==> config.mk <==
export PLATFORM = sky130hd
export DESIGN_NAME = fetch_unit
export DESIGN_NICKNAME = d
export VERILOG_FILES = /design/src/rtl/cpu_pkg.sv /design/src/rtl/fetch_queue.sv /design/src/rtl/fetch_unit.sv
export SDC_FILE = /design/constraint.sdc
export NUM_CORES = 1
export LEC_CHECK = 0
export CORE_ASPECT_RATIO = 0.7
export CORE_UTILIZATION = 53
export DETAILED_ROUTE_END_ITERATION = 7
export PLACE_DENSITY_LB_ADDON = 0.08
export SLEW_MARGIN = 20
export SYNTH_ARGS = -nofsm -noshare
export SYNTH_HDL_FRONTEND = slang
export SYNTH_SLANG_ARGS = --single-unit
==> constraint.sdc <==
create_clock -name clk_i -period 6.8 [get_ports clk_i]
set_input_delay 1.36 -clock clk_i [delete_from_list [all_inputs] [get_ports clk_i]]
set_output_delay 1.36 -clock clk_i [all_outputs]
set_load 0.03 [all_outputs]
==> src/rtl/cpu_pkg.sv <==
`default_nettype none
// ============================================================================
// Module      : cpu_pkg
// Description : Shared constants, fetch FSM state encodings and the prefetch
//               queue entry type for the 5-stage pipeline.
// Revision    : 1.0 - initial release
// ============================================================================
package cpu_pkg;

  localparam int          XLEN      = 32;
  localparam logic [31:0] NOP_INSTR = 32'h0000_0000;
  localparam logic [31:0] PC_STEP   = 32'd4;

  // Fetch FSM encodings
  localparam logic [1:0] S_IDLE    = 2'd0;
  localparam logic [1:0] S_FETCH   = 2'd1;
  localparam logic [1:0] S_DISCARD = 2'd2;

  // One prefetch queue slot: the address a word was fetched from and the word
  typedef struct packed {
    logic [XLEN-1:0] pc;
    logic [XLEN-1:0] instr;
  } fetch_entry_t;

  // Sequential successor of a PC; wraps modulo 2^32
  function automatic logic [XLEN-1:0] next_pc(input logic [XLEN-1:0] pc);
    return pc + PC_STEP;
  endfunction

endpackage : cpu_pkg
`default_nettype wire

==> src/rtl/fetch_queue.sv <==
`default_nettype none
// ============================================================================
// Module      : fetch_queue
// Description : Small synchronous FIFO for prefetched {pc, instr} pairs.
//               Clear wins over push and pop; head is the oldest entry.
// Revision    : 1.0 - initial release
// ============================================================================
module fetch_queue #(
  parameter int DEPTH = 2,
  parameter int WIDTH = 64
) (
  input  logic                     clk_i,
  input  logic                     rst_i,
  input  logic                     clear_i,
  input  logic                     push_i,
  input  logic [WIDTH-1:0]         data_i,
  input  logic                     pop_i,
  output logic [$clog2(DEPTH):0]   count_o,
  output logic [WIDTH-1:0]         head_o,
  output logic                     empty_o
);

  localparam int AW = $clog2(DEPTH);

  logic [WIDTH-1:0] r_mem [DEPTH];
  logic [AW-1:0]    r_wr_ptr;
  logic [AW-1:0]    r_rd_ptr;
  logic [AW:0]      r_count;

  logic w_push;
  logic w_pop;

  // A pop on an empty queue is ignored so the count can never underflow
  assign w_push  = push_i && !clear_i;
  assign w_pop   = pop_i && !clear_i && (r_count != '0);
  assign empty_o = (r_count == '0);
  assign count_o = r_count;
  assign head_o  = r_mem[r_rd_ptr];

  // Storage write; data needs no reset because count gates visibility
  always_ff @(posedge clk_i) begin
    if (w_push) begin
      r_mem[r_wr_ptr] <= data_i;
    end
  end

  // Pointer and occupancy bookkeeping; DEPTH is a power of 2 so pointers wrap
  always_ff @(posedge clk_i) begin
    if (rst_i || clear_i) begin
      r_wr_ptr <= '0;
      r_rd_ptr <= '0;
      r_count  <= '0;
    end else begin
      if (w_push) begin
        r_wr_ptr <= r_wr_ptr + 1'b1;
      end
      if (w_pop) begin
        r_rd_ptr <= r_rd_ptr + 1'b1;
      end
      case ({w_push, w_pop})
        2'b10:   r_count <= r_count + 1'b1;
        2'b01:   r_count <= r_count - 1'b1;
        default: r_count <= r_count;
      endcase
    end
  end

endmodule : fetch_queue
`default_nettype wire

==> src/rtl/fetch_unit.sv <==
`default_nettype none
// ============================================================================
// Module      : fetch_unit
// Description : Instruction-fetch stage. Owns the PC, issues req/ack requests
//               to instruction memory, buffers returned words in a prefetch
//               queue and presents the queue head to IF/ID. Handles stalls,
//               branch redirects and the IF/ID flush.
// Revision    : 1.0 - initial release
// ============================================================================
module fetch_unit
  import cpu_pkg::*;
#(
  parameter logic [31:0] RESET_PC = 32'h0000_0000,
  parameter int          QDEPTH   = 2
) (
  input  logic        clk_i,
  input  logic        rst_i,
  input  logic        start_i,
  input  logic        stall_i,
  input  logic        branch_i,
  input  logic [31:0] branch_target_i,
  output logic        imem_req_o,
  output logic [31:0] imem_addr_o,
  input  logic        imem_ack_i,
  input  logic [31:0] imem_data_i,
  output logic [31:0] pc_o,
  output logic [31:0] instr_o,
  output logic        valid_o,
  output logic        flush_o
);

  localparam int            CW      = $clog2(QDEPTH) + 1;
  localparam logic [CW-1:0] C_DEPTH = CW'(QDEPTH);

  logic [1:0]    r_state;
  logic [31:0]   r_fetch_pc;
  logic [31:0]   r_req_addr;

  logic          w_branch;
  logic [31:0]   w_target;
  logic          w_xfer;
  logic          w_push;
  logic          w_pop;
  logic          w_space;
  logic          w_space_after;
  logic [CW-1:0] w_count;
  logic [CW-1:0] w_count_nxt;
  logic          w_empty;
  logic [63:0]   w_head_raw;
  fetch_entry_t  w_head;
  fetch_entry_t  w_push_entry;

  // A redirect only counts while the pipeline is running
  assign w_branch = branch_i && start_i;
  assign w_target = branch_target_i & ~32'h0000_0003;
  assign flush_o  = w_branch;

  assign imem_req_o  = (r_state == S_FETCH) || (r_state == S_DISCARD);
  assign imem_addr_o = r_req_addr;
  assign w_xfer      = imem_req_o && imem_ack_i;

  // Data returned in FETCH is kept unless a redirect lands in the same cycle;
  // with start_i low the in-flight word is still pushed
  assign w_push = (r_state == S_FETCH) && w_xfer && !w_branch;
  assign w_pop  = valid_o && !stall_i && start_i && !branch_i;

  assign w_push_entry.pc    = r_req_addr;
  assign w_push_entry.instr = imem_data_i;

  // Occupancy now and after this cycle's push/pop decides further requests
  assign w_space       = (w_count < C_DEPTH);
  assign w_count_nxt   = w_count + CW'(w_push) - CW'(w_pop);
  assign w_space_after = (w_count_nxt < C_DEPTH);

  fetch_queue #(
    .DEPTH (QDEPTH),
    .WIDTH (64)
  ) u_queue (
    .clk_i   (clk_i),
    .rst_i   (rst_i),
    .clear_i (w_branch),
    .push_i  (w_push),
    .data_i  (w_push_entry),
    .pop_i   (w_pop),
    .count_o (w_count),
    .head_o  (w_head_raw),
    .empty_o (w_empty)
  );

  assign w_head  = fetch_entry_t'(w_head_raw);
  assign valid_o = !w_empty;
  assign pc_o    = valid_o ? w_head.pc    : r_fetch_pc;
  assign instr_o = valid_o ? w_head.instr : NOP_INSTR;

  // Fetch sequencing: request issue, back-to-back streaming and redirects
  always_ff @(posedge clk_i) begin
    if (rst_i) begin
      r_state    <= S_IDLE;
      r_fetch_pc <= RESET_PC;
      r_req_addr <= RESET_PC;
    end else begin
      case (r_state)
        S_IDLE: begin
          if (w_branch) begin
            r_fetch_pc <= w_target;
          end else if (start_i && w_space) begin
            r_state    <= S_FETCH;
            r_req_addr <= r_fetch_pc;
          end
        end
        S_FETCH: begin
          if (w_xfer) begin
            if (w_branch) begin
              r_fetch_pc <= w_target;
              r_state    <= S_IDLE;
            end else begin
              r_fetch_pc <= next_pc(r_req_addr);
              if (start_i && w_space_after) begin
                r_req_addr <= next_pc(r_req_addr);
              end else begin
                r_state <= S_IDLE;
              end
            end
          end else if (w_branch) begin
            // The request cannot be withdrawn; let it finish and drop it
            r_fetch_pc <= w_target;
            r_state    <= S_DISCARD;
          end
        end
        S_DISCARD: begin
          if (w_branch) begin
            r_fetch_pc <= w_target;
          end
          if (w_xfer) begin
            r_state <= S_IDLE;
          end
        end
        default: begin
          r_state <= S_IDLE;
        end
      endcase
    end
  end

endmodule : fetch_unit
`default_nettype wire

======== Yosys cells after proc, flatten, opt, wreduce, memory -nomap -nowiden ========
Memory sizes are Yosys's and may differ from the RTL's. A register that Yosys moved wholly into a read port is not among the register bits.
Cells that the tools add are included.
storage, ports and cells
  input bits .............................. 70
  memories ................................ 1
  word-level logic and storage cells ...... 80
  register bits ........................... 70
  output and inout bits ................... 99
  memory bits (writable) .................. 128
operators by class
  reductions and logical operators ........ 27
  order comparisons ....................... 2
  muxes and demuxes ....................... 25
  equality and inequality tests ........... 12
  $add $sub $neg .......................... 7
memory list
  memory         words  width  rd ports  clocked after memory_dff  wr ports  RTL line           source
  u_queue.r_mem  2      64     1         1                         1         fetch_queue.sv:25  logic [WIDTH-1:0] r_mem [DEPTH];
operator list
  operator                                             number
  2-to-1 mux 32 bit                                    10
  case mux 32 bit (2 select lines)                     2
  adder 32 x 3 -> 32 bit, second input constant        1
  2-to-1 mux 2 bit                                     7
  logical AND 1 bit                                    12
  != test 2 bit, second input constant                 5
  nonzero test 2 bit                                   4
  != test 3 x 2 -> 1 bit, second input constant        2
  case mux 2 bit (3 select lines)                      1
  AND reduction 6 bit                                  1
  AND reduction 5 bit                                  1
  equality test 2 x 1 -> 1 bit, second input constant  2
  equality test 2 bit, second input constant           2
  zero test 1 bit                                      4
  zero test 2 bit                                      2
  less-than comparator 2 bit, second input constant    2
  2-to-1 mux 1 bit                                     4
  case mux 2 bit (2 select lines)                      1
  adder 1 bit, second input constant                   2
  adder 2 x 1 -> 2 bit                                 1
  adder 2 x 1 -> 2 bit, second input constant          1
  logical OR 1 bit                                     2
  != test 2 x 1 -> 1 bit, second input constant        1
  OR reduction 2 bit                                   1
  other kinds (2)                                      2

======== Depth between registers and ports, before layout ========
Gate-level depths: netlist (run 1).
  word-level depth ........................ 13
  depth in mapped cells ................... 13
  mapped depth without buffers ............ 9

======== Cells and area by module ========
From an unflattened synthesis (run 1), not the netlist that was laid out.
unflattened totals
  cells, all modules ...................... 831
  area, all modules ....................... 9574.2 µm²
by module, submodules not included
  module       area each (µm²)  sequential area each (µm²)  cells each  times used
  fetch_queue  4815.9           3943.8                      223         1
  fetch_unit   4758.3           1321.3                      608         1

======== Least setup slack after synthesis (run 1) ========
No wires, ideal clock.
  path kind ............................... input to register
  start ................................... input branch_i
  end ..................................... memory u_queue.r_mem[0][0], enable pin
  path buffers ............................ 2
  setup time .............................. 0.487 ns
  data arrival time ....................... 4.878 ns
  setup slack ............................. 1.435 ns
  data required time ...................... 6.313 ns
  stages .................................. 5
  cell sequence ........................... nand2_1 clkbuf_1 clkbuf_1 nand3_1 nor2_1
on the way
  word-level cells in the longest chain between the ends .. 6
RTL lines
  item                                      RTL line                             source
  from (decl)                               fetch_unit.sv:20                     input logic branch_i,
  logical AND 1 bit *                       fetch_unit.sv:54                     assign w_branch = branch_i && start_i;
  zero test 1 bit *                         fetch_queue.sv:34, fetch_unit.sv:64
  logical AND 1 bit                         fetch_unit.sv:64                     assign w_push = (r_state == S_FETCH) && w_xfer && !w_branch;
  logical AND 1 bit *                       fetch_queue.sv:34                    assign w_push = push_i && !clear_i;
  2-to-1 mux 1 bit *                        fetch_queue.sv:42                    if (w_push) begin
  2-to-1 mux 1 bit (not written as such) *  fetch_queue.sv:43                    r_mem[r_wr_ptr] <= data_i;
  to (decl)                                 fetch_queue.sv:25
Mark *: on every way between the ends. The rest lies on a longest branch, timed or not.

======== Worst setup path in the final report (run 1) ========
  start ................................... input branch_i
  end ..................................... register r_req_addr[19], in the netlist imem_addr_o[19]
on the way
  word-level cells in the longest chain between the ends .. 9
  elaborated cells on any way between the ends .. 13
  classes of those cells .................. add/sub: 2; order compare: 1; eq/ne: 3; reduce/logical: 7
RTL lines
  item                                     RTL line           source
  logical AND 1 bit                        fetch_unit.sv:54
  zero test 1 bit                          fetch_unit.sv:64
  logical AND 1 bit                        fetch_unit.sv:64
  adder 2 x 1 -> 2 bit                     fetch_unit.sv:72   assign w_count_nxt = w_count + CW'(w_push) - CW'(w_pop);
  subtractor 2 x 1 -> 2 bit                fetch_unit.sv:72
  less-than comparator 2 bit               fetch_unit.sv:73   assign w_space_after = (w_count_nxt < C_DEPTH);
  logical AND 1 bit                        fetch_unit.sv:118  if (start_i && w_space_after) begin
  != test 2 x 1 -> 1 bit (no source line)  n/a
  AND reduction 6 bit (no source line) *   n/a
  to (signal assigned)                     fetch_unit.sv:108  r_req_addr <= r_fetch_pc;
  to (signal assigned)                     fetch_unit.sv:119  r_req_addr <= next_pc(r_req_addr);
  to (decl)                                fetch_unit.sv:37   logic [31:0] r_req_addr;
Marked as above.
A chain may end at the register's enable or synchronous reset.

==> results.md, run 1 <==
* Slew headroom at 29.8%
* Antenna cells at 0
* Via Count at 7745
* Most used DFF post-synth: edfxtp_1
* Sequential-to-total area share from yosys stat at 55.1%
* Share of cells above drive strength 1 at 7.43%
* Power Density at 229 nW/µm²
* CTS H-tree lvls at 4
* Die W at 163 µm
* Dpl cell area at around 11000 µm²
* Post-synth EDFFs at 128
* Status: complete, no violations
* Synth Cell Area at 9560 µm²
* Setup crit start kind: input pin
* Finished Layout Cells at ~1300
* Root buffer cell: clkbuf_16
* Inst Count DP at 1236
* Post-DP HPWL at 16.1 mm
* RD Place Congestion at 0.878
* Max Slew Vio Count at 0
* #FFs+latches synth at 199
* CP required at between 7 and 8 ns
* Io pins at between 150 and 200
* Worst Hold Class: flip-flop to flip-flop
* CP Buf/Inv Count at 3
* CTS clock-pin slew for the worst setup and hold paths at 0.07 ns
* Worst-path cell chain: clkdlybuf4s50_1 -> nand2_1 -> buf_4 -> nand3_1 -> ha_1 -> nor2b_1 -> nor3_1 -> o31ai_4 -> buf_4 -> a21oi_1 -> o22a_1
* Family with the most delay on the worst path: buffers and inverters
* Die ar. at 18600 µm²
* Commonest non-fill, non-tap cell in the layout: clkdlybuf4s50_1
* F_max at approximately 220 MHz
* Row count at 40
* Setup TNS Final at 0 ns
* Crit-path max cell delay at 0.67 ns
* Maximum VDD drop at 0.161 mV
* Fin util at about two thirds
* Hold WS at 0.515 ns
* Commonest cells after routing, fill and taps aside: 165 x clkdlybuf4s50_1, 128 x edfxtp_1, 83 x nor2_1, 70 x dfxtp_1
* DR WL/cell at 19.5 µm
* Num CTS Buffers at 17
* Final min period at 4.61 ns
* TritonRoute pass-1 iters at 5
* Static leakage at ~3.8 nW
* Most frequent CP cell: buf_4
* Yosys cell types at 75
* Mapped Cells at around 890
* Worst Max-Slew Pin Slew at 1.05 ns
* Clk_lat worst skew at 0.45 ns
* Clk buf depth at 2
* Drt initial violations at 814
* Vias in the first global route at 6984
* Core ar. at 17400 µm²
* CTS tree: done
* Post-CTS Setup Bufs at 0
* CP max stage cell: o31ai_4
* Via-per-instance ratio at 6.11
* Worst reg-to-reg setup slack at 3.40 ns
* Tcrit/Tclk final at 67.8%
* CP max FO at 29
* Buffers added on ports at around 170
* Max Clock Skew at 0.0143 ns
* Die Y-Extent at approximately 110 µm
* # nets final at ~1100
* MaxCap Viol Count at 0
* Largest net degree at the start of global routing at 61
* Final hold viol count at 0
* First-pass GRT wire length at a little under 40 mm
* CTS resizes at 0
* Final setup viols at 0
* Clock sink total at 199
* Initial antenna violation count at 0
* Remaining DRCs at 0
* Initial core utilization at 54.9%
* GRT Overall Usage at 27.5%
* Syn-to-layout area delta at 25.1%
* Post-route cell area at 12000 µm²
* Wire length after detailed routing at between 20 and 25 mm
* Synth Warn # at 0
* DRT antenna net count at 0
* RSZ-0062 raised after global routing: no
* Syn_nets at 970
* Cts hold-fix bufs at 0
* Critical Path AT at 4.94 ns
* Avg Cell Area, Syn at between 10 and 15 µm²
* Crit path kind: input pin to flip-flop
* Async set or reset register ratio after synthesis at 0%
* Endpoint type of the worst setup path: flip-flop
* Total global routing overflow at 0
## area by class of cell
type / count / area [µm²]
multi-input combinational: 610 / 3980
timing repair buffer: 179 / 1750
tap: 231 / 289
sequential: 199 / 5270
fill: 1350 / 5460
inverter: 17 / 63.8
clock inverter: 12 / 121
clock buffer: 20 / 479
## metrics by stage
| stage | setup slack [ns] | power (mW) |
|---|---|---|
| 6_report | 2.19 | 2.73 |
| 5_1_grt | 1.97 | 2.83 |
| 4_1_cts | 2.26 | 2.74 |
| 3_5_place_dp | 1.84 | 1.73 |
| 3_3_place_gp | 1.92 | 1.73 |
| 2_1_floorplan | 1.44 | 1.58 |
## cell families after synthesis
group                      share of synthesized area [%]
AOI/OAI and AO/OA                                   15.3
xor gates and xnor gates                            2.83
DFF                                                 55.1
and+or+nand+nor                                     15.0
adders and majority gates                          0.916
muxes                                               7.23
buffers and inverters                               3.60
## state kept, by name (all words and copies together) (netlist names), named ones only
signal	cells
u_queue.r_mem	128
imem_addr_o	32
r_fetch_pc	32
r_state	2
u_queue.count_o	2
u_queue.r_rd_ptr	1
u_queue.r_wr_ptr	1
## worst register-to-register path: stages (launching register included)
cell     delay (ns)
dfxtp_1        0.43
nor2_4         0.51
nor3_1         0.12
ha_1           0.29
nor2b_1        0.42
nor3_1         0.18
o31ai_4        0.67
buf_4          0.38
a21oi_1        0.06
o22a_1         0.22
## synth_stat cells, drive strengths merged (7+ instances only)
master  instances  area share, %
a211oi         12           0.94
a31oi          13            1.0
o32ai           8           0.89
xor2           13            1.3
nand4          16            1.2
a22oi           9           0.71
nand3          24            1.4
o31ai           7           0.60
edfxtp        128             40
xnor2          17            1.6
buf            23            1.2
or3             7           0.46
a21oi          49            2.6
inv            16           0.63
nand2          69            2.7
o21ai          67            3.5
nor2b           8           0.52
nor4            8            1.0
dfxtp          71             15
nor2           86            3.4
nor3           33            1.8
clkbuf         44            1.7
ha              7           0.92
and3           10           0.65
mux2i          69            7.2
## layer usage
metal	vias to the layer above	routed length, µm	share of wire, %	global-route usage [%]
met5	-	0	0	0
met3	27	2230	9.0	6.45
met4	0	272	1.1	6.86
li1	3606	-	-	-
met2	358	10900	44	40.2
met1	3754	11300	46	41.0
## worst paths after layout
path	from	endpoint	depth (start not counted)
worst min-delay path	r_fetch_pc[1]$_SDFFE_PP0P_	imem_addr_o[1]$_SDFFE_PP0P_	2
worst min register to register	r_fetch_pc[1]$_SDFFE_PP0P_	imem_addr_o[1]$_SDFFE_PP0P_	2
worst max-delay path	branch_i	imem_addr_o[19]$_SDFFE_PP0P_	11
worst max register to register	u_queue.count_o[1]$_SDFFE_PP0P_	imem_addr_o[19]$_SDFFE_PP0P_	9
## where the power goes
group	internal, mW	switching, mW
logic	0.148	0.204
clock network	0.533	0.490
registers	1.32	0.0413
No activity file was read; power rests on OpenSTA's default activity.
==> inputs of run 2 (changes only) <==
--- a/config.mk
+++ b/config.mk
@@ -6,7 +6,7 @@
 export NUM_CORES = 1
 export LEC_CHECK = 0
 export CORE_ASPECT_RATIO = 0.7
-export CORE_UTILIZATION = 53
+export CORE_UTILIZATION = 48
 export DETAILED_ROUTE_END_ITERATION = 7
 export PLACE_DENSITY_LB_ADDON = 0.08
 export SLEW_MARGIN = 20
==> constraint.sdc (replaced) <==
create_clock -name clk_i -period 3.7 [get_ports clk_i]
set_input_delay 0.74 -clock clk_i [delete_from_list [all_inputs] [get_ports clk_i]]
set_output_delay 0.74 -clock clk_i [all_outputs]
set_load 0.03 [all_outputs]
==> run 2 against run 1 <==
Worst hold slack lost 0.0042 ns. Clock skew down 0.0014 ns. Sequential share of layout area shrank 0.87 points. Die area increased by 10%. Cell count rose by 4.3%. Register-to-register slack got worse by 2.5 ns. Combinational power grew 93%. Non-clock buffer count grew 22. Via count down 0.25%. Power up 84%.
==> results.md, run 2 (synthesis results as in run 1) <==
* Io pins at 169 (unchanged)
* Syn-to-layout area delta at 27.6%
* DRT antenna net count at 0 (unchanged)
* Post-Place Worst Slack at 0.314 ns (-1.53 ns)
* Final setup viols at 0 (unchanged)
* Finished Layout Cells at 1323 (+4.3%)
* Endpoint type of the worst setup path: output pin
* Max Clock Skew at 0.0129 ns (-0.00137 ns)
* Buffers added on ports at 166 (unchanged)
* Dpl cell area at 11600 µm² (+2.2%)
* Final WS setup at 0.448 ns (-1.74 ns)
* Crit-path max cell delay at 0.72 ns (+0.05 ns)
* Vias in the first global route at 7152 (+2.4%)
* GRT Overall Usage at 25.8% (-1.7 points)
* CTS resizes at 0 (unchanged)
* Remaining DRCs at 0 (unchanged)
* Pwr Total at 5.04 mW (+84%)
* R2r endpoint: imem_addr_o[21]$_SDFFE_PP0P_
* Critical Path AT at 2.51 ns (-2.43 ns)
* Slew headroom at 32.1% (+2.3 points)
* RD Place Congestion at 0.877 (-0.13%)
* Cts hold-fix bufs at 0 (unchanged)
* Total global routing overflow at 0 (unchanged)
* Layout fillers at 1590 (+18%)
* MaxCap Viol Count at 0 (unchanged)
* CTS clock-pin slew for the worst setup and hold paths at 0.08 ns (about the same)
* Crit path kind: flip-flop to output pin
* F_max at 308 MHz
* CP required at 2.96 ns (-4.17 ns)
* DR WL/cell at 19.4 µm (-0.74%)
* Worst reg-to-reg setup slack at 0.93 ns (-2.47 ns)
* Post-DP HPWL at 17.5 mm (+8.2%)
* Tcrit/Tclk final at 87.9%
* Commonest cells after routing, fill and taps aside: 164 x clkdlybuf4s50_1, 128 x edfxtp_1, 83 x nor2_1, 70 x dfxtp_1
* Final hold viol count at 0 (unchanged)
* Setup crit start kind: flip-flop
* Die W at 171 µm (+5.0%)
* RSZ-0062 raised after global routing: no
* Row count at 42 (+5.0%)
* Clk buf depth at 2 (unchanged)
* Largest register FFs at 128 (unchanged)
* Root buffer cell: clkbuf_16
* Routed wl met3 at 1.90 mm (-15%)
* Most flop-heavy register: u_queue.r_mem
* Wire length after detailed routing at 25.6 mm (+3.6%)
* Post-route cell area at 12200 µm² (+2.0%)
* Met2 routed wirelength at 11.0 mm (+0.25%)
* Hold Startpoint: r_fetch_pc[0]$_SDFFE_PP0P_
* CTS H-tree lvls at 4 (unchanged)
* Die ar. at 20500 µm² (+10%)
* Maximum VDD drop at 0.254 mV (+58%)
* # nets final at 1123 (+2.0%)
* Clk_lat worst skew at 0.44 ns (about the same)
* Static leakage at 3.94 nW (+2.9%)
* Worst Hold Class: flip-flop to flip-flop
* Via-per-instance ratio at 5.84 (-4.4%)
* Worst-path cell chain: buf_12 -> mux2i_1 -> o21ai_0 -> clkdlybuf4s50_1
* Worst Max-Slew Pin Slew at 1.01 ns (-0.0395 ns)
* CP max FO at 29 (unchanged)
* CP max stage cell: clkdlybuf4s50_1
* Share of cells above drive strength 1 at 9.35% (+1.9 points)
* Max Slew Vio Count at 0 (unchanged)
* Core ar. at 19200 µm² (+10%)
* DR top layer: met4
* Via Count at 7726 (-0.25%)
* Met1 WL at 12.4 mm (+9.8%)
* Reg-to-reg critical path startpoint: r_state[1]$_SDFFE_PP0P_
* Initial core utilization at 49.8% (-5.0 points)
* TritonRoute pass-1 iters at 5 (unchanged)
* Die Y-Extent at 120 µm (+5.0%)
* Num CTS Buffers at 17 (unchanged)
* First-pass GRT wire length at 40.0 mm (+2.9%)
* Status: complete, no violations
* Power Density at 413 nW/µm² (+81%)
* Largest net degree at the start of global routing at 54 (-11%)
* Commonest non-fill, non-tap cell in the layout: clkdlybuf4s50_1
* CTS tree: done
* Initial antenna violation count at 0 (unchanged)
* Drt initial violations at 791 (-2.8%)
* Final min period at roughly 3.3 ns
* R2R depth at 10 (+1)
* Antenna cells at 0 (unchanged)
* Clock sink total at 199 (unchanged)
* Post-CTS Setup Bufs at 0 (unchanged)
* Setup TNS Final at 0 ns (unchanged)
* CP Capture Point: pc_o[17]
* Inst Count DP at 1291 (+4.4%)
-- run 2: metrics by stage --
step | util [%] | hold WS (ns)
finish | 63.6 | 0.511
global route | 63.6 | 0.522
CTS | 63.6 | 0.507
detailed placement | 60.5 | 0.493
global placement | 60.5 | 0.487
floorplan | - | 0.461
-- run 2: per-layer routing --
metal	vias up	track usage [%]
met5	-	0
met4	0	7.21
met3	26	4.39
met2	314	37.3
met1	3743	39.5
li1	3643	-
-- run 2: worst max-delay path, delay by kind of cell, from the launching register on --
family                 cells  cell delay, ns
AO/OA/AOI/OAI              1            0.22
buffers and inverters      2            0.99
flip-flops                 1            0.71
multiplexers               1            0.10
-- run 2: area by class of cell --
class,count,area [µm²],share of cell area (%)
Clock inverter,15,161,1.32
Inverter,17,63.8,0.523
Multi-Input combinational cell,610,3980,32.6
Sequential cell,199,5270,43.2
Timing Repair Buffer,201,1970,16.1
Tap cell,264,330,2.71
Clock buffer,17,425,3.49
-- run 2: power by group --
group	total (mW)	switching [mW]	internal, mW
clock network	1.87	0.906	0.959
registers	2.49	0.0702	2.42
logic	0.680	0.388	0.292
-- run 2: worst min path at each step --
stage / end / slack (ns) / cells past startpoint
2_1_floorplan: imem_addr_o[0]$_SDFFE_PP0P_ / 0.46 / 2
3_3_place_gp: imem_addr_o[0]$_SDFFE_PP0P_ / 0.49 / 2
3_5_place_dp: imem_addr_o[1]$_SDFFE_PP0P_ / 0.49 / 2
4_1_cts: imem_addr_o[1]$_SDFFE_PP0P_ / 0.51 / 2
5_1_grt: imem_addr_o[1]$_SDFFE_PP0P_ / 0.52 / 2
6_report: imem_addr_o[0]$_SDFFE_PP0P_ / 0.51 / 2
==> inputs of run 3 (changes only) <==
--- a/config.mk
+++ b/config.mk
@@ -5,6 +5,7 @@
 export SDC_FILE = /design/constraint.sdc
 export NUM_CORES = 1
 export LEC_CHECK = 0
+export ABC_AREA = 1
 export CORE_ASPECT_RATIO = 0.7
 export CORE_UTILIZATION = 48
 export DETAILED_ROUTE_END_ITERATION = 7
==> run 3 against run 2 <==
Power increased by 55%. Utilization decreased by 0.29 points. Critical endpoint is now instr_o[10]. Routed wire length increased by 1.5%. Die area decreased by 0.20%. Cell count increased by 20%. Worst hold slack got worse by 0.016 ns. Critical path depth increased by 1.
==> results.md, run 3 <==
* Status: complete, no violations
* Share of cells above drive strength 1 at 6.21% (-3.1 points)
* Commonest cells after routing, fill and taps aside: 345 x nand2_1, 165 x clkdlybuf4s50_1, 145 x nor2_1, 137 x a21oi_1, 128 x edfxtp_1
* Tcrit/Tclk final at 86.8% (-1.0 points)
* Worst reg-to-reg setup slack at 0.99 ns (+0.06 ns)
* Syn_nets at 1233 (+27%)
* Buffers added on ports at 166 (unchanged)
* Fin util at 63.3% (-0.29 points)
* Drt initial violations at 735 (-7.1%)
* Antenna cells at 0 (unchanged)
* Total global routing overflow at 0 (unchanged)
* Final WS setup at 0.487 ns (+0.0386 ns)
* Avg Cell Area, Syn at 8.25 µm² (-23%)
* Max Clock Skew at 0.0213 ns (+0.00834 ns)
* Wire length after detailed routing at 26.0 mm (+1.5%)
* Setup crit start kind: flip-flop
* Largest area contributor in the netlist: edfxtp_1
* Comb power frac at 34.6% (+21 points)
* Num CTS Buffers at 17 (unchanged)
* Net Sw Power at 3.01 mW (+120%)
* Synth Warn # at 0 (unchanged)
* First-pass GRT wire length at 40.8 mm (+2.0%)
* Most used DFF post-synth: edfxtp_1
* Initial antenna violation count at 0 (unchanged)
* R2R depth at 14 (+4)
* Synth Cell Area at 9540 µm² (-0.21%)
* #FFs+latches synth at 199 (unchanged)
* Area contributors post-synth: edfxtp_1 40%, dfxtp_1 15%, nand2_1 14%, a21oi_1 7.2%, nor2_1 5.8%
* Die W at 170 µm (-0.10%)
* Initial core utilization at 49.7% (-0.10 points)
* # nets final at 1385 (+23%)
* Final hold viol count at 0 (unchanged)
* Final min period at 3.21 ns (-0.0386 ns)
* Maximum VDD drop at 0.384 mV (+51%)
* Row count at 42 (unchanged)
* Pwr Total at 7.82 mW (+55%)
* Io pins at 169 (unchanged)
* Core ar. at 19200 µm² (unchanged)
* RSZ-0062 raised after global routing: no
* Slew headroom at 35.2% (+3.1 points)
* R2r endpoint: imem_addr_o[15]$_SDFFE_PP0P_
* Largest register FFs at 128 (unchanged)
* Via Count at 8309 (+7.5%)
* CP max FO at 32 (+10%)
* Final setup viols at 0 (unchanged)
* Post-Place Worst Slack at 0.307 ns (-0.00666 ns)
* Post-CTS Setup Bufs at 0 (unchanged)
* Clock sink total at 199 (unchanged)
* Seq pwr share at 39.2% (-10 points)
* Root buffer cell: clkbuf_16
* Largest net degree at the start of global routing at 53 (-1.9%)
* Hold path cells at 2 (unchanged)
* Power Density at 644 nW/µm² (+56%)
* CP required at 2.96 ns (about the same)
* MaxCap Viol Count at 0 (unchanged)
* DRT antenna net count at 0 (unchanged)
* Cell internal pwr at 4.80 mW (+31%)
* Static leakage at 4.67 nW (+18%)
* Commonest non-fill, non-tap cell in the layout: nand2_1
* F_max at 311 MHz (+1.2%)
* Yosys cell types at 37 (-51%)
* Hold Startpoint: r_fetch_pc[0]$_SDFFE_PP0P_
* CTS tree: done
* Clk_lat worst skew at 0.45 ns (about the same)
* Endpoint type of the worst setup path: output pin
* Syn-to-layout area delta at 27.3%
* Commonest cells post-synth: 345 x nand2_1, 148 x nor2_1, 137 x a21oi_1
* CTS resizes at 0 (unchanged)
* Via-per-instance ratio at 5.24 (-10%)
* Vias in the first global route at 7581 (+6.0%)
* Async set or reset register ratio after synthesis at 0% (unchanged)
* Post-DP HPWL at 17.7 mm (+1.6%)
* Layout fillers at 1590 (unchanged)
* TritonRoute pass-1 iters at 7 (+2)
* RD Place Congestion at 0.906 (+3.3%)
* GRT Overall Usage at 26.2% (+0.40 points)
* Setup TNS Final at 0 ns (unchanged)
* Worst Hold Class: flip-flop to flip-flop
* Post-synth top area share at 40.3% (+0.084 points)
* CTS H-tree lvls at 4 (unchanged)
* Worst Max-Slew Pin Slew at 0.971 ns (-0.0368 ns)
* Mapped Cells at 1156 (+29%)
* Remaining DRCs at 0 (unchanged)
* CTS clock-pin slew for the worst setup and hold paths at 0.08 ns (about the same)
* Post-synth EDFFs at 128 (unchanged)
* DR WL/cell at 16.4 µm (-15%)
* Sequential-to-total area share from yosys stat at 55.2% (+0.12 points)
* Most flop-heavy register: u_queue.r_mem
* Cts hold-fix bufs at 0 (unchanged)
* Die Y-Extent at 120 µm (about the same)
* Max Slew Vio Count at 0 (unchanged)
* Critical Path AT at 2.47 ns (-0.04 ns)
* Clock network power share at 26.2% (-11 points)
* Die ar. at 20400 µm² (-0.20%)
* Hold EP: r_fetch_pc[0]$_SDFFE_PP0P_
* Reg-to-reg critical path startpoint: r_state[1]$_SDFFE_PP0P_
* Clk buf depth at 2 (unchanged)
* Switching fraction of total power at 38.5% (+11 points)
* Crit path kind: flip-flop to output pin
* Top-count cell post-synth: nand2_1
## run 3: cell count changes in the layout (fill, tap and decap cells not counted), moves of 11 or more
cell and delta:
nand3_1 +21, xnor2_1 -15, a21oi_1 +89, nor3_1 -31, mux2i_1 -69, nand2_1 +276
nor2_1 +62, a211oi_1 -11, inv_1 +67, nand4_1 -13
## run 3: routing by layer
metal	share of wire [%]	up-vias	track usage, %
met1	49	3839	40.3
met2	42	333	38.2
met4	0.96	0	6.64
li1	-	4117	-
met5	0	-	0
met3	7.5	20	4.29
## run 3: metrics by stage
stage,hold slack (ns),instance area (µm²),cells
after CTS,0.496,12100,1585
after global placement,0.474,11500,1553
final,0.495,12100,1585
after detailed placement,0.480,11500,1553
after global routing,0.508,12100,1585
after floorplan,0.445,9540,1156
## run 3: kinds of logic (layout without fill, tap and decap cells)
logic type,count (synthesis),in the layout,share of synthesized area [%]
AOI/OAI and AO/OA,233,233,13.1
xor gates and xnor gates,10,10,0.918
adders and majority gates,7,7,0.918
buffers and inverters,147,312,6.31
DFF,199,199,55.2
and+or+nand+nor,560,560,23.6
## run 3: worst max path at each step
stage	start	cells past startpoint	slack [ns]	endpoint
global placement	start_i	16	0.34	imem_addr_o[10]$_SDFFE_PP0P_
CTS	u_queue.count_o[0]$_SDFFE_PP0P_	5	0.48	instr_o[11]
global route	u_queue.count_o[0]$_SDFFE_PP0P_	5	0.37	instr_o[10]
finish	u_queue.count_o[0]$_SDFFE_PP0P_	5	0.49	instr_o[10]
floorplan	branch_i	3	0.63	u_queue.r_mem[1][0]$_DFFE_PP_
detailed placement	start_i	16	0.31	imem_addr_o[15]$_SDFFE_PP0P_
## run 3: power by group through the flow
stage / Combinational [mW] / Sequential [mW] / Clock (mW)
2_1_floorplan: 1.60 / 3.23 / 0
3_3_place_gp: 2.65 / 3.10 / 0
3_5_place_dp: 2.68 / 3.11 / 0
4_1_cts: 2.70 / 3.06 / 2.07
5_1_grt: 2.98 / 3.11 / 2.17
6_report: 2.70 / 3.07 / 2.05
## run 3: layout make-up
cell class                 instances  area (µm²)  share of cell area [%]
clock buffer                      17         425                    3.50
clock inverter                    15         230                    1.90
inverter                          91         342                    2.81
multi-input combinational        810        3690                    30.4
sequential                       199        5270                    43.4
tap                              264         330                    2.72
timing repair buffer             189        1860                    15.3
## run 3: worst max-delay path, cell delays in order, from the launching register on
cell and delay, ns:
dfxtp_1 0.39, nor2_4 0.16, buf_4 0.32, buf_4 0.40, a21oi_1 0.11, clkdlybuf4s50_1 0.61
